<file path="src/rtl/vote_pkg.sv">
// Shared types and default sizing for the voting-session block.
// Latency: n/a (declarations only).
// Backpressure: n/a.
package vote_pkg;

   // Session phases; the controller stores these in a 2-bit register
   typedef enum logic [1:0] {
      IDLE    = 2'd0,
      COLLECT = 2'd1,
      TALLY   = 2'd2,
      RESULT  = 2'd3
   } vote_state_e;

   localparam int N_VOTERS_DEF = 4;

   // Width needed to hold a count of 0..n
   function automatic int cnt_w(input int n);
      return $clog2(n + 1);
   endfunction

   localparam int CNT_W_DEF = cnt_w(N_VOTERS_DEF);

endpackage

</file>
<file path="src/rtl/vote_session_ctrl_if.sv">
// Voter-side inputs and result-side outputs of one voting session.
// Latency: n/a (wiring only).
// Backpressure: none; every field is sampled or driven each cycle.
interface vote_session_ctrl_if
   import vote_pkg::*;
#(
   parameter int N_VOTERS = N_VOTERS_DEF,
   parameter int CNT_W    = CNT_W_DEF
);
   logic                start;
   logic                close;
   logic [N_VOTERS-1:0] ballot_valid;
   logic [N_VOTERS-1:0] ballot_yes;
   logic [N_VOTERS-1:0] voted;
   logic [CNT_W-1:0]    yes_cnt;
   logic                pass;
   logic                tie;
   logic                busy;
   logic                done;

   // Voter/display side: drives requests and ballots, observes results
   modport master (
      output start, close, ballot_valid, ballot_yes,
      input  voted, yes_cnt, pass, tie, busy, done
   );

   // Session controller side
   modport slave (
      input  start, close, ballot_valid, ballot_yes,
      output voted, yes_cnt, pass, tie, busy, done
   );
endinterface

</file>
<file path="src/rtl/vote_popcount.sv">
// Counts the set bits of the yes-ballot mask (tally datapath).
// Latency: combinational, 0 cycles.
// Backpressure: none.
module vote_popcount #(
   parameter int N     = 4,
   parameter int CNT_W = 3
) (
   input  logic [N-1:0]     vec,
   output logic [CNT_W-1:0] cnt
);

   // Ripple sum of individual bits; N is small so a tree buys nothing
   always_comb begin
      cnt = '0;
      for (int i = 0; i < N; i++) begin
         cnt = cnt + CNT_W'(vec[i]);
      end
   end

endmodule

</file>
<file path="src/rtl/vote_session_ctrl.sv">
// Runs one ballot window: collect first ballot per voter, close, tally, hold result.
// Latency: last ballot/close in cycle k -> TALLY at k+1 -> done at k+2.
// Backpressure: none; inputs outside their honoured state are simply dropped.
module vote_session_ctrl
   import vote_pkg::*;
#(
   parameter int N_VOTERS    = N_VOTERS_DEF,
   parameter int TIMEOUT_CYC = 16,
   parameter int CNT_W       = cnt_w(N_VOTERS)
) (
   input logic                clk,
   input logic                rst,
   vote_session_ctrl_if.slave bus
);

   localparam logic [1:0] ST_IDLE    = IDLE;
   localparam logic [1:0] ST_COLLECT = COLLECT;
   localparam logic [1:0] ST_TALLY   = TALLY;
   localparam logic [1:0] ST_RESULT  = RESULT;

   localparam int               TMR_W    = (TIMEOUT_CYC > 1) ? $clog2(TIMEOUT_CYC) : 1;
   localparam logic [TMR_W-1:0] TMR_LAST = TMR_W'(TIMEOUT_CYC - 1);
   localparam logic [CNT_W:0]   NV_EXT   = (CNT_W + 1)'(N_VOTERS);

   logic [1:0]          state_q,    state_d;
   logic [N_VOTERS-1:0] voted_q,    voted_d;
   logic [N_VOTERS-1:0] yes_mask_q, yes_mask_d;
   logic [TMR_W-1:0]    timer_q,    timer_d;
   logic [CNT_W-1:0]    yes_cnt_q,  yes_cnt_d;
   logic                pass_q,     pass_d;
   logic                tie_q,      tie_d;
   logic                busy_q,     busy_d;
   logic                done_q,     done_d;

   logic [N_VOTERS-1:0] new_ballot;
   logic [CNT_W-1:0]    pop;
   logic [CNT_W:0]      pop_x2;

   vote_popcount #(
      .N     (N_VOTERS),
      .CNT_W (CNT_W)
   ) u_popcount (
      .vec (yes_mask_q),
      .cnt (pop)
   );

   // Doubling at one extra bit lets majority/tie compare against N without overflow
   assign pop_x2     = {pop, 1'b0};
   assign new_ballot = bus.ballot_valid & ~voted_q;

   // Next-state logic: FSM, ballot latch, timer and result registers
   always_comb begin
      state_d    = state_q;
      voted_d    = voted_q;
      yes_mask_d = yes_mask_q;
      timer_d    = timer_q;
      yes_cnt_d  = yes_cnt_q;
      pass_d     = pass_q;
      tie_d      = tie_q;

      case (state_q)
         ST_IDLE: begin
            if (bus.start) begin
               state_d    = ST_COLLECT;
               voted_d    = '0;
               yes_mask_d = '0;
               timer_d    = '0;
            end
         end
         ST_COLLECT: begin
            // Only voters without a recorded ballot can write; first ballot wins
            voted_d    = voted_q | new_ballot;
            yes_mask_d = (yes_mask_q & ~new_ballot) | (bus.ballot_yes & new_ballot);
            timer_d    = timer_q + TMR_W'(1);
            if ((&voted_d) || bus.close || (timer_q == TMR_LAST)) begin
               state_d = ST_TALLY;
            end
         end
         ST_TALLY: begin
            yes_cnt_d = pop;
            pass_d    = (pop_x2 > NV_EXT);
            tie_d     = (pop_x2 == NV_EXT);
            state_d   = ST_RESULT;
         end
         default: begin
            if (bus.start) begin
               state_d    = ST_COLLECT;
               voted_d    = '0;
               yes_mask_d = '0;
               yes_cnt_d  = '0;
               pass_d     = 1'b0;
               tie_d      = 1'b0;
               timer_d    = '0;
            end
         end
      endcase

      // Status flags follow the state being entered so they stay registered
      busy_d = (state_d == ST_COLLECT) || (state_d == ST_TALLY);
      done_d = (state_d == ST_RESULT);
   end

   // State registers with synchronous reset
   always_ff @(posedge clk) begin
      if (rst) begin
         state_q    <= ST_IDLE;
         voted_q    <= '0;
         yes_mask_q <= '0;
         timer_q    <= '0;
         yes_cnt_q  <= '0;
         pass_q     <= 1'b0;
         tie_q      <= 1'b0;
         busy_q     <= 1'b0;
         done_q     <= 1'b0;
      end else begin
         state_q    <= state_d;
         voted_q    <= voted_d;
         yes_mask_q <= yes_mask_d;
         timer_q    <= timer_d;
         yes_cnt_q  <= yes_cnt_d;
         pass_q     <= pass_d;
         tie_q      <= tie_d;
         busy_q     <= busy_d;
         done_q     <= done_d;
      end
   end

   assign bus.voted   = voted_q;
   assign bus.yes_cnt = yes_cnt_q;
   assign bus.pass    = pass_q;
   assign bus.tie     = tie_q;
   assign bus.busy    = busy_q;
   assign bus.done    = done_q;

endmodule

</file>
<file path="src/flat_wrapper.sv">
// flat-port wrapper written by rule: the top's interface ports become plain ports
module vote_session_ctrl_flat import vote_pkg::*;
#(
   parameter int N_VOTERS    = N_VOTERS_DEF,
   parameter int TIMEOUT_CYC = 16,
   parameter int CNT_W       = cnt_w(N_VOTERS)
)
  (clk, rst, bus_start, bus_close, bus_ballot_valid, bus_ballot_yes, bus_voted, bus_yes_cnt, bus_pass, bus_tie, bus_busy, bus_done);
  vote_session_ctrl_if #(.N_VOTERS(N_VOTERS), .CNT_W(CNT_W)) bus_i ();
  input logic clk;
  input logic rst;
  input wire logic [$bits(bus_i.start)-1:0] bus_start;
  input wire logic [$bits(bus_i.close)-1:0] bus_close;
  input wire logic [$bits(bus_i.ballot_valid)-1:0] bus_ballot_valid;
  input wire logic [$bits(bus_i.ballot_yes)-1:0] bus_ballot_yes;
  output wire logic [$bits(bus_i.voted)-1:0] bus_voted;
  output wire logic [$bits(bus_i.yes_cnt)-1:0] bus_yes_cnt;
  output wire logic [$bits(bus_i.pass)-1:0] bus_pass;
  output wire logic [$bits(bus_i.tie)-1:0] bus_tie;
  output wire logic [$bits(bus_i.busy)-1:0] bus_busy;
  output wire logic [$bits(bus_i.done)-1:0] bus_done;
  assign bus_i.start = bus_start;
  assign bus_i.close = bus_close;
  assign bus_i.ballot_valid = bus_ballot_valid;
  assign bus_i.ballot_yes = bus_ballot_yes;
  assign bus_voted = bus_i.voted;
  assign bus_yes_cnt = bus_i.yes_cnt;
  assign bus_pass = bus_i.pass;
  assign bus_tie = bus_i.tie;
  assign bus_busy = bus_i.busy;
  assign bus_done = bus_i.done;
  vote_session_ctrl #(.N_VOTERS(N_VOTERS), .TIMEOUT_CYC(TIMEOUT_CYC), .CNT_W(CNT_W)) u_core (.clk(clk), .rst(rst), .bus(bus_i));
endmodule
</file>
<file path="config.mk">
export PLATFORM = sky130hd
export DESIGN_NAME = vote_session_ctrl_flat
export DESIGN_NICKNAME = d
export VERILOG_FILES = /design/src/rtl/vote_pkg.sv /design/src/rtl/vote_session_ctrl_if.sv /design/src/rtl/vote_popcount.sv /design/src/rtl/vote_session_ctrl.sv /design/src/flat_wrapper.sv
export SDC_FILE = /design/constraint.sdc
export NUM_CORES = 1
export LEC_CHECK = 0
export BUFFER_PORTS_ARGS = -buffer_cell sky130_fd_sc_hd__buf_2
export CAP_MARGIN = 15
export CORE_MARGIN = 4
export CORE_UTILIZATION = 56
export CTS_CLUSTER_DIAMETER = 200
export DETAILED_ROUTE_END_ITERATION = 6
export PLACE_DENSITY = 0.93
export SLEW_MARGIN = 20
export SYNTH_ARGS = -nofsm -noshare
export SYNTH_HDL_FRONTEND = slang
export SYNTH_SLANG_ARGS = --single-unit
</file>
<file path="constraint.sdc">
create_clock -name clk -period 4.6 [get_ports clk]
set_input_delay 0.69 -clock clk [delete_from_list [all_inputs] [get_ports clk]]
set_output_delay 0.69 -clock clk [all_outputs]
set_load 0.005 [all_outputs]
</file>
# After elaboration in Yosys (flattened, before gate mapping)
# Cells that the tools add are included.
# totals
elab_cells	52
output_inout_bits	11
input_bits	12
ff_bits	21
# classes
n_addsub	4
reduce_logical	10
bitwise	9
order_cmp	1
muxes	12
n_eq_ne	7
# ops
op	n
case mux 4 bit (2 select lines)	3
bitwise AND 4 bit	3
inverter 4 bit	2
bitwise OR 4 bit	2
equality test 2 bit, second input constant	3
case mux 3 bit (2 select lines)	1
adder 4 x 1 -> 4 bit, second input constant	1
equality test 2 x 1 -> 1 bit, second input constant	2
equality test 4 bit, second input constant	1
greater-than comparator 4 x 3 -> 1 bit, second input constant	1
two-way mux 2 bit	2
two-way mux 4 bit	1
case mux 1 bit (2 select lines)	2
case mux 2 bit (2 select lines)	1
AND reduction 2 bit	2
AND reduction 4 bit	1
nonzero test 2 bit	2
adder 2 x 1 -> 3 bit	1
adder 3 x 1 -> 3 bit	1
equality test 3 x 2 -> 1 bit, second input constant	1
logical OR 1 bit	3
two-way mux 3 bit	1
adder 1 x 1 -> 2 bit	1
logical NOT 2 bit	1
other kinds (3)	4

# Depth between registers and ports, before layout
# Gate-level depths: netlist of the first run.
# depth
depth_word	10
ltp_mapped	8
depth_no_buf	7

# By module
# Synthesis of the first run repeated with hierarchy kept, for this count alone.
# hier_totals
hier_cells	133
hier_area_um2	1086.0
# by_module_without_submodules
mod	cells_each	area_each_um2	seq_area_each_um2	instances
vote_session_ctrl	125	1022.2	420.4	1
vote_popcount	8	63.8	0.0	1

# Least setup slack after synthesis of the first run
# Ideal clock, no wire load.
# synth_path
path_type	reg-to-reg
from	register u_core.yes_mask_q[0]
to	register u_core.pass_q (netlist: u_core.bus.pass)
stages_incl_launch_ff	8
path_buffers	0
setup_time_ps	128
setup_slack_ps	2751
t_required_ps	4472
period_less_slack_ps	1849
t_arrival_ps	1722
cell_sequence	dfxtp_1 fa_1 ha_1 ha_1 nor3b_1 nor2_1 a22oi_1 nor2_1
# synth_via
elab_chain_cells	5
# synth_lines
item	line_no	text
start, declared	vote_session_ctrl.sv:27	logic [N_VOTERS-1:0] yes_mask_q, yes_mask_d;
start signal, assigned	vote_session_ctrl.sv:118	yes_mask_q <= yes_mask_d;
adder 1 x 1 -> 2 bit	vote_popcount.sv:16	cnt = cnt + CNT_W'(vec[i]);
adder 2 x 1 -> 3 bit	vote_popcount.sv:16	
adder 3 x 1 -> 3 bit	vote_popcount.sv:16	
greater-than comparator 4 x 3 -> 1 bit	vote_session_ctrl.sv:81	pass_d = (pop_x2 > NV_EXT);
case mux 1 bit (2 select lines)	vote_session_ctrl.sv:61	case (state_q)
end signal, assigned	vote_session_ctrl.sv:121	pass_q <= pass_d;
end, declared	vote_session_ctrl.sv:30	logic pass_q, pass_d;
# Every way passes these cells.
# A chain may end at the register's enable or synchronous reset.

# Final worst setup path of the first run
# layout_path
from	register u_core.yes_mask_q[1]
to	register u_core.pass_q (netlist: u_core.bus.pass)
# The elaborated chain is that of the path after synthesis.

==> flow_summary.json, run 1 <==
{
  "core-area_sq_mm": 0.00178,
  "async_flop_share_pct": 0,
  "grt_usage_pct": 19.1,
  "critPathKind": "register to register",
  "dieHeight_um": 52.1,
  "syn_to_final_growth_pct": 12.4,
  "nFillCells": 160,
  "worstPathRequired_ns": 4.78,
  "drt-initial-drc-count": 29,
  "clock-sinks": 21,
  "drcViolationCount": 0,
  "clk_latency_ns": 0.29,
  "synth-seq-cells": 21,
  "cts_made_buffers": 3,
  "hold_viol_final": 0,
  "clock_path_buffers": 2,
  "synth_nets": 149,
  "die_w_um": 52.1,
  "die-area_sq_mm": 0.00271,
  "instances_no_fill": 174,
  "dp_hpwl_mm": 1.76,
  "routed_wl_mm": 2.29,
  "synth_edf_count": 0,
  "cap_violations": 0,
  "first_pass_iters": 5,
  "finClkSkew_ns": 0.00823,
  "grt_max_degree": 21,
  "rsz0062_at_grt": "false",
  "clockRootBuffer": "clkbuf_4",
  "powerDensity_mw_per_mm2": 290,
  "antennaDiodeCount": 0,
  "wl_per_cell_um": 13.2,
  "cts_max_level": 1,
  "ctsHoldBuffers": 0,
  "port_buffers": 22,
  "r2r_slack_ns": 2.61,
  "postRouteAntennaNets": 0,
  "postLayoutCellArea_sq_mm": 0.00122,
  "rows": 15,
  "ys.flop_type": "dfxtp_1",
  "synth_area_per_cell_sq_um": 8.50,
  "nets": 171,
  "grt_pass1_wl_mm": 4.02,
  "avgViaCountPerCell": 5.57,
  "clkPwrFrac_pct": 24.5,
  "synth-seq-area-share_pct": 38.6,
  "multi_input_area_sq_um": 606,
  "seq_area_sq_um": 420,
  "start_kind": "register",
  "setup_viol_count_final": 0,
  "fin_util_pct": 68.6,
  "path_clk_slew_ns": 0.12,
  "antenna_found_initial": 0,
  "cts_tree": "done",
  "finalMaxSlewViolations": 0,
  "start_util_pct": 61.1,
  "ir_drop_mv": 0.164,
  "cp.arrival_ns": 2.17,
  "power_uw": 355,
  "sequentialPowerShare_pct": 56.4,
  "power.internal_uw": 253,
  "ctsResizeCount": 0,
  "place_area_sq_mm": 0.00120,
  "fin_setup_tns_ns": 0,
  "syn-instance-count": 128,
  "syn_area_sq_mm": 0.00109,
  "dp_cells": 170,
  "end_kind": "register",
  "ys_warn_count": 0,
  "synth.distinct_cells": 31,
  "fin_crit_sh_pct": 43.3,
  "fmax_ghz": 0.502,
  "io_pins": 23,
  "first_global_vias": 970,
  "switching_share_pct": 28.8,
  "combPwrFrac_pct": 19.1,
  "tightest_slew_ns": 0.579,
  "grt_overflow_total": 0,
  "cp_max_fo": 3,
  "relSlewSlack_pct": 61.0,
  "place_congestion": 0.834,
  "period_minus_slack_ns": 1.99,
  "layout-drive-gt1-share_pct": 19.5,
  "status": "finished clean",
  "leakage_uw": 0.000515,
  "post-cts-setup-buffers": 0,
  "vias": 969,
  "p_sw_uw": 102,
  "min_path_type": "register to register"
}
==> per-layer routing <==
| layer | wire length, um | part of all wire (%) | global-route usage (%) | vias to the layer above |
|---|---|---|---|---|
| met5 | 0 | 0 | 0 | - |
| met4 | 9 | 0.39 | 2.62 | 0 |
| met3 | 123 | 5.4 | 2.58 | 2 |
| met2 | 1140 | 50 | 34.3 | 34 |
| met1 | 1020 | 44 | 24.4 | 442 |
| li1 | - | - | - | 491 |
==> through the flow <==
stage	hold WS [ns]	setup slack (ns)
2_1_floorplan	0.449	2.75
3_3_place_gp	0.460	2.70
3_5_place_dp	0.464	2.63
4_1_cts	0.480	2.61
5_1_grt	0.523	2.40
6_report	0.478	2.61
==> sequential cells by signal (all words and copies together), names as in the netlist <==
signal / cells
u_core.bus.busy: 1
u_core.bus.done: 1
u_core.bus.pass: 1
u_core.bus.tie: 1
u_core.bus.voted: 4
u_core.bus.yes_cnt: 3
u_core.state_q: 2
u_core.timer_q: 4
u_core.yes_mask_q: 4
==> worst paths after layout <==
check	startpoint	to	depth (start not counted)
worst max register to register	u_core.yes_mask_q[1]	u_core.bus.pass	7
worst max-delay path	u_core.yes_mask_q[1]	u_core.bus.pass	7
worst min-delay path	u_core.timer_q[1]	u_core.timer_q[1]	2
worst min register to register	u_core.timer_q[1]	u_core.timer_q[1]	2
==> cell type report <==
class                           instances  share of cell area (%)
Sequential cell                        21                    34.4
Clock buffer                            4                    2.15
Inverter                                8                    2.45
Multi-Input combinational cell         94                    49.5
Timing Repair Buffer                   22                    9.00
Tap cell                               25                    2.56
==> cell families after synthesis <==
group                      Yosys count  synth area share, %
muxes                                1                 1.03
buffers and inverters               13                 5.75
adders and majority gates            9                 11.0
and+or+nand+nor                     45                 21.0
DFF                                 21                 38.6
AOI/OAI and AO/OA                   39                 22.5
==> cell usage after synthesis (all sizes together), types with 2 or more instances <==
library cell  instances  share of area (%)
nand2                 9                3.1
ha                    8                9.2
a21boi                4                2.8
dfxtp                21                 39
buf                   4                2.6
inv                   8                2.8
nor2b                 3                1.7
a21oi                13                6.0
o22ai                 2                1.1
nor4bb                4                3.7
o21ai                11                5.1
nand3                 2               0.92
a22oi                 6                4.6
nor3b                 3                2.1
or3                   2                1.1
nor2                 18                6.2
==> power by group through the flow <==
| stage | logic (uW) | clock network [uW] | registers [uW] |
|---|---|---|---|
| CTS | 67.5 | 87.3 | 200 |
| global route | 77.1 | 94.6 | 202 |
| finish | 67.9 | 87.1 | 200 |
| detailed placement | 67.2 | 0 | 204 |
| floorplan | 49.4 | 0 | 203 |
| global placement | 64.6 | 0 | 203 |
==> worst max-delay path, stage by stage (launching register included) <==
cell     delay (ns)
dfxtp_1        0.41
fa_1           0.44
ha_1           0.22
ha_1           0.29
nor3b_1        0.26
nor2_1         0.07
a22oi_1        0.14
nor2_1         0.06
==> placed cells by master, fill, tap and decap left out <==
cell | synthesis | routed
dfxtp_1 | 21 | 21
nor3_1 | 1 | 1
a31oi_1 | 1 | 1
inv_1 | 7 | 7
o21ai_0 | 9 | 9
a22oi_2 | 1 | 1
a21boi_0 | 4 | 4
nand3_1 | 2 | 2
o21bai_4 | 1 | 1
o22ai_1 | 2 | 2
o21a_1 | 1 | 1
or3_1 | 2 | 2
and2_1 | 1 | 1
nor2b_1 | 3 | 3
buf_2 | 2 | 22
nor4bb_1 | 4 | 4
or2_1 | 1 | 1
nand2b_1 | 1 | 1
nor3b_1 | 3 | 3
o21ai_1 | 2 | 2
clkbuf_1 | 1 | 1
mux2_2 | 1 | 1
clkbuf_4 | 0 | 3
nand2_1 | 9 | 9
a22oi_1 | 5 | 5
a21oi_1 | 13 | 13
nor2_1 | 18 | 18
inv_2 | 1 | 1
ha_1 | 8 | 8
fa_1 | 1 | 1
Power figures use the tool's default switching activity.
==> run 2: changes to the inputs <==
--- a/config.mk
+++ b/config.mk
@@ -8,10 +8,10 @@
 export BUFFER_PORTS_ARGS = -buffer_cell sky130_fd_sc_hd__buf_2
 export CAP_MARGIN = 15
 export CORE_MARGIN = 4
-export CORE_UTILIZATION = 56
+export CORE_UTILIZATION = 47
 export CTS_CLUSTER_DIAMETER = 200
 export DETAILED_ROUTE_END_ITERATION = 6
-export PLACE_DENSITY = 0.93
+export PLACE_DENSITY = 0.84
 export SLEW_MARGIN = 20
 export SYNTH_ARGS = -nofsm -noshare
 export SYNTH_HDL_FRONTEND = slang
==> constraint.sdc (replaced) <==
create_clock -name clk -period 1.7 [get_ports clk]
set_input_delay 0.255 -clock clk [delete_from_list [all_inputs] [get_ports clk]]
set_output_delay 0.255 -clock clk [all_outputs]
set_load 0.005 [all_outputs]
==> run 2 against run 1 <==
Non-clock buffer count increased by 11. Fmax grew 5.3%. Largest power group unchanged. Critical endpoint unchanged. Sequential share of layout area decreased by 3.3 points. Clock power rose to 2.7 times the previous value. The run now ends with negative setup slack left.
==> flow_summary.json, run 2 (synthesis gave the netlist of run 1 again) <==
{
  "fin_crit_sh_pct": 111,
  "cp.arrival_ns": 2.08,
  "rows": 17,
  "sequentialPowerShare_pct": 53.7,
  "period_minus_slack_ns": 1.89,
  "min_path_type": "primary input to register",
  "worstPathRequired_ns": 1.89,
  "port_buffers": 22,
  "cp_max_fo": 2,
  "cap_violations": 0,
  "layout_commonest_cell": "buf_2",
  "final_cell_mix": "buf_2, nor2_1, dfxtp_1, a21oi_1, buf_4",
  "clock-sinks": 21,
  "reg2regPathDepth": 7,
  "leakage_uw": 0.000575,
  "core-area_sq_mm": 0.00221,
  "hold_viol_final": 0,
  "syn_to_final_growth_pct": 25.5,
  "p_sw_uw": 291,
  "grt_usage_pct": 15.7,
  "power.internal_uw": 711,
  "relSlewSlack_pct": 60.2,
  "cts_tree": "done",
  "antenna_found_initial": 0,
  "fin_util_pct": 61.8,
  "crit_path_end": "u_core.bus.pass",
  "place_congestion": 0.804,
  "rsz0062_at_grt": "true",
  "hp-start": "bus_ballot_valid[0]",
  "layout-drive-gt1-share_pct": 31.9,
  "clk_latency_ns": 0.29,
  "routed_wl_mm": 2.44,
  "r2r-start": "u_core.yes_mask_q[3]",
  "clockRootBuffer": "clkbuf_4",
  "setup_viol_count_final": 2,
  "wl_per_cell_um": 13.0,
  "crit_start": "u_core.yes_mask_q[3]",
  "die-area_sq_mm": 0.00315,
  "dp_slack_ns": -0.192,
  "r2r_slack_ns": -0.19,
  "first_global_vias": 977,
  "drcViolationCount": 0,
  "end_kind": "register",
  "vias": 1044,
  "powerDensity_mw_per_mm2": 734,
  "cts_max_level": 1,
  "nets": 182,
  "grt_max_degree": 21,
  "violations": "negative setup slack",
  "critPathKind": "register to register",
  "drt-initial-drc-count": 25,
  "cts_made_buffers": 3,
  "grt_pass1_wl_mm": 4.04,
  "tightest_slew_ns": 0.590,
  "fmax_ghz": 0.528,
  "r2r_end": "u_core.bus.pass",
  "grt_overflow_total": 0,
  "io_pins": 23,
  "finalMaxSlewViolations": 0,
  "dieHeight_um": 56.1,
  "finClkSkew_ns": 0.000380,
  "worst_slack_ns": -0.193,
  "clkPwrFrac_pct": 23.5,
  "first_pass_iters": 4,
  "start_kind": "register",
  "ir_drop_mv": 0.623,
  "path_clk_slew_ns": 0.11,
  "die_w_um": 56.1,
  "dp_hpwl_mm": 1.87,
  "combPwrFrac_pct": 22.9,
  "status": "complete, but fails checks",
  "start_util_pct": 49.2,
  "antennaDiodeCount": 0,
  "clock_path_buffers": 2,
  "postRouteAntennaNets": 0,
  "switching_share_pct": 29.0,
  "avgViaCountPerCell": 5.55
}
[run 2: power groups by stage]
| stage | clock network (uW) | logic [uW] | registers, uW |
|---|---|---|---|
| 2_1_floorplan | 0 | 141 | 549 |
| 3_3_place_gp | 0 | 210 | 547 |
| 3_5_place_dp | 0 | 220 | 548 |
| 4_1_cts | 241 | 225 | 537 |
| 5_1_grt | 265 | 254 | 542 |
| 6_report | 235 | 229 | 538 |
[run 2: stage by stage]
step | hold slack, ns | instances | instance area (sq um) | TNS (ns) | power (uW)
6_report | 0.230 | 188 | 1370 | -0.353 | 1000
5_1_grt | 0.249 | 188 | 1370 | -0.579 | 1060
3_5_place_dp | 0.471 | 182 | 1290 | -0.252 | 768
2_1_floorplan | 0.396 | 128 | 1110 | -0.0520 | 690
3_3_place_gp | 0.461 | 182 | 1290 | -0.0888 | 757
4_1_cts | 0.228 | 188 | 1350 | -0.302 | 1000
[run 2: repair_timing]
item	in CTS	in global routing
endpoints found under the hold margin	0	0
endpoints found under the setup margin	2	13
pin swaps	2	0
cloned	0	0
hold buffers	0	0
buffers inserted	2	0
resized for setup	4	4
[run 2: routing by layer]
metal / up-vias / wire length [um] / track usage [%]
met5: - / 0 / 0
met4: 0 / 53 / 7.80
met3: 10 / 101 / 2.09
met2: 41 / 1240 / 27.4
met1: 485 / 1040 / 18.7
li1: 508 / - / -
[run 2: layout make-up]
class	count	area [sq um]
clock buffer	3	22.5
clock inverter	1	5.00
fill	187	846
inverter	8	30.0
multi-input combinational	94	657
sequential	21	424
tap	28	35.0
timing repair buffer	33	193
[run 2: worst min path at each step]
stage	to	cells after the start
final	u_core.bus.voted[0]	3
after global routing	u_core.bus.voted[0]	3
after CTS	u_core.bus.voted[0]	3
after floorplan	u_core.bus.voted[0]	2
after detailed placement	u_core.timer_q[1]	2
after global placement	u_core.timer_q[1]	2
[run 2: critical path: stages, from the launching register on]
cell	delay, ns
dfxtp_2	0.35
fa_1	0.47
ha_2	0.21
ha_4	0.27
nor3b_4	0.19
nor2_1	0.06
a22oi_1	0.18
nor2_1	0.05
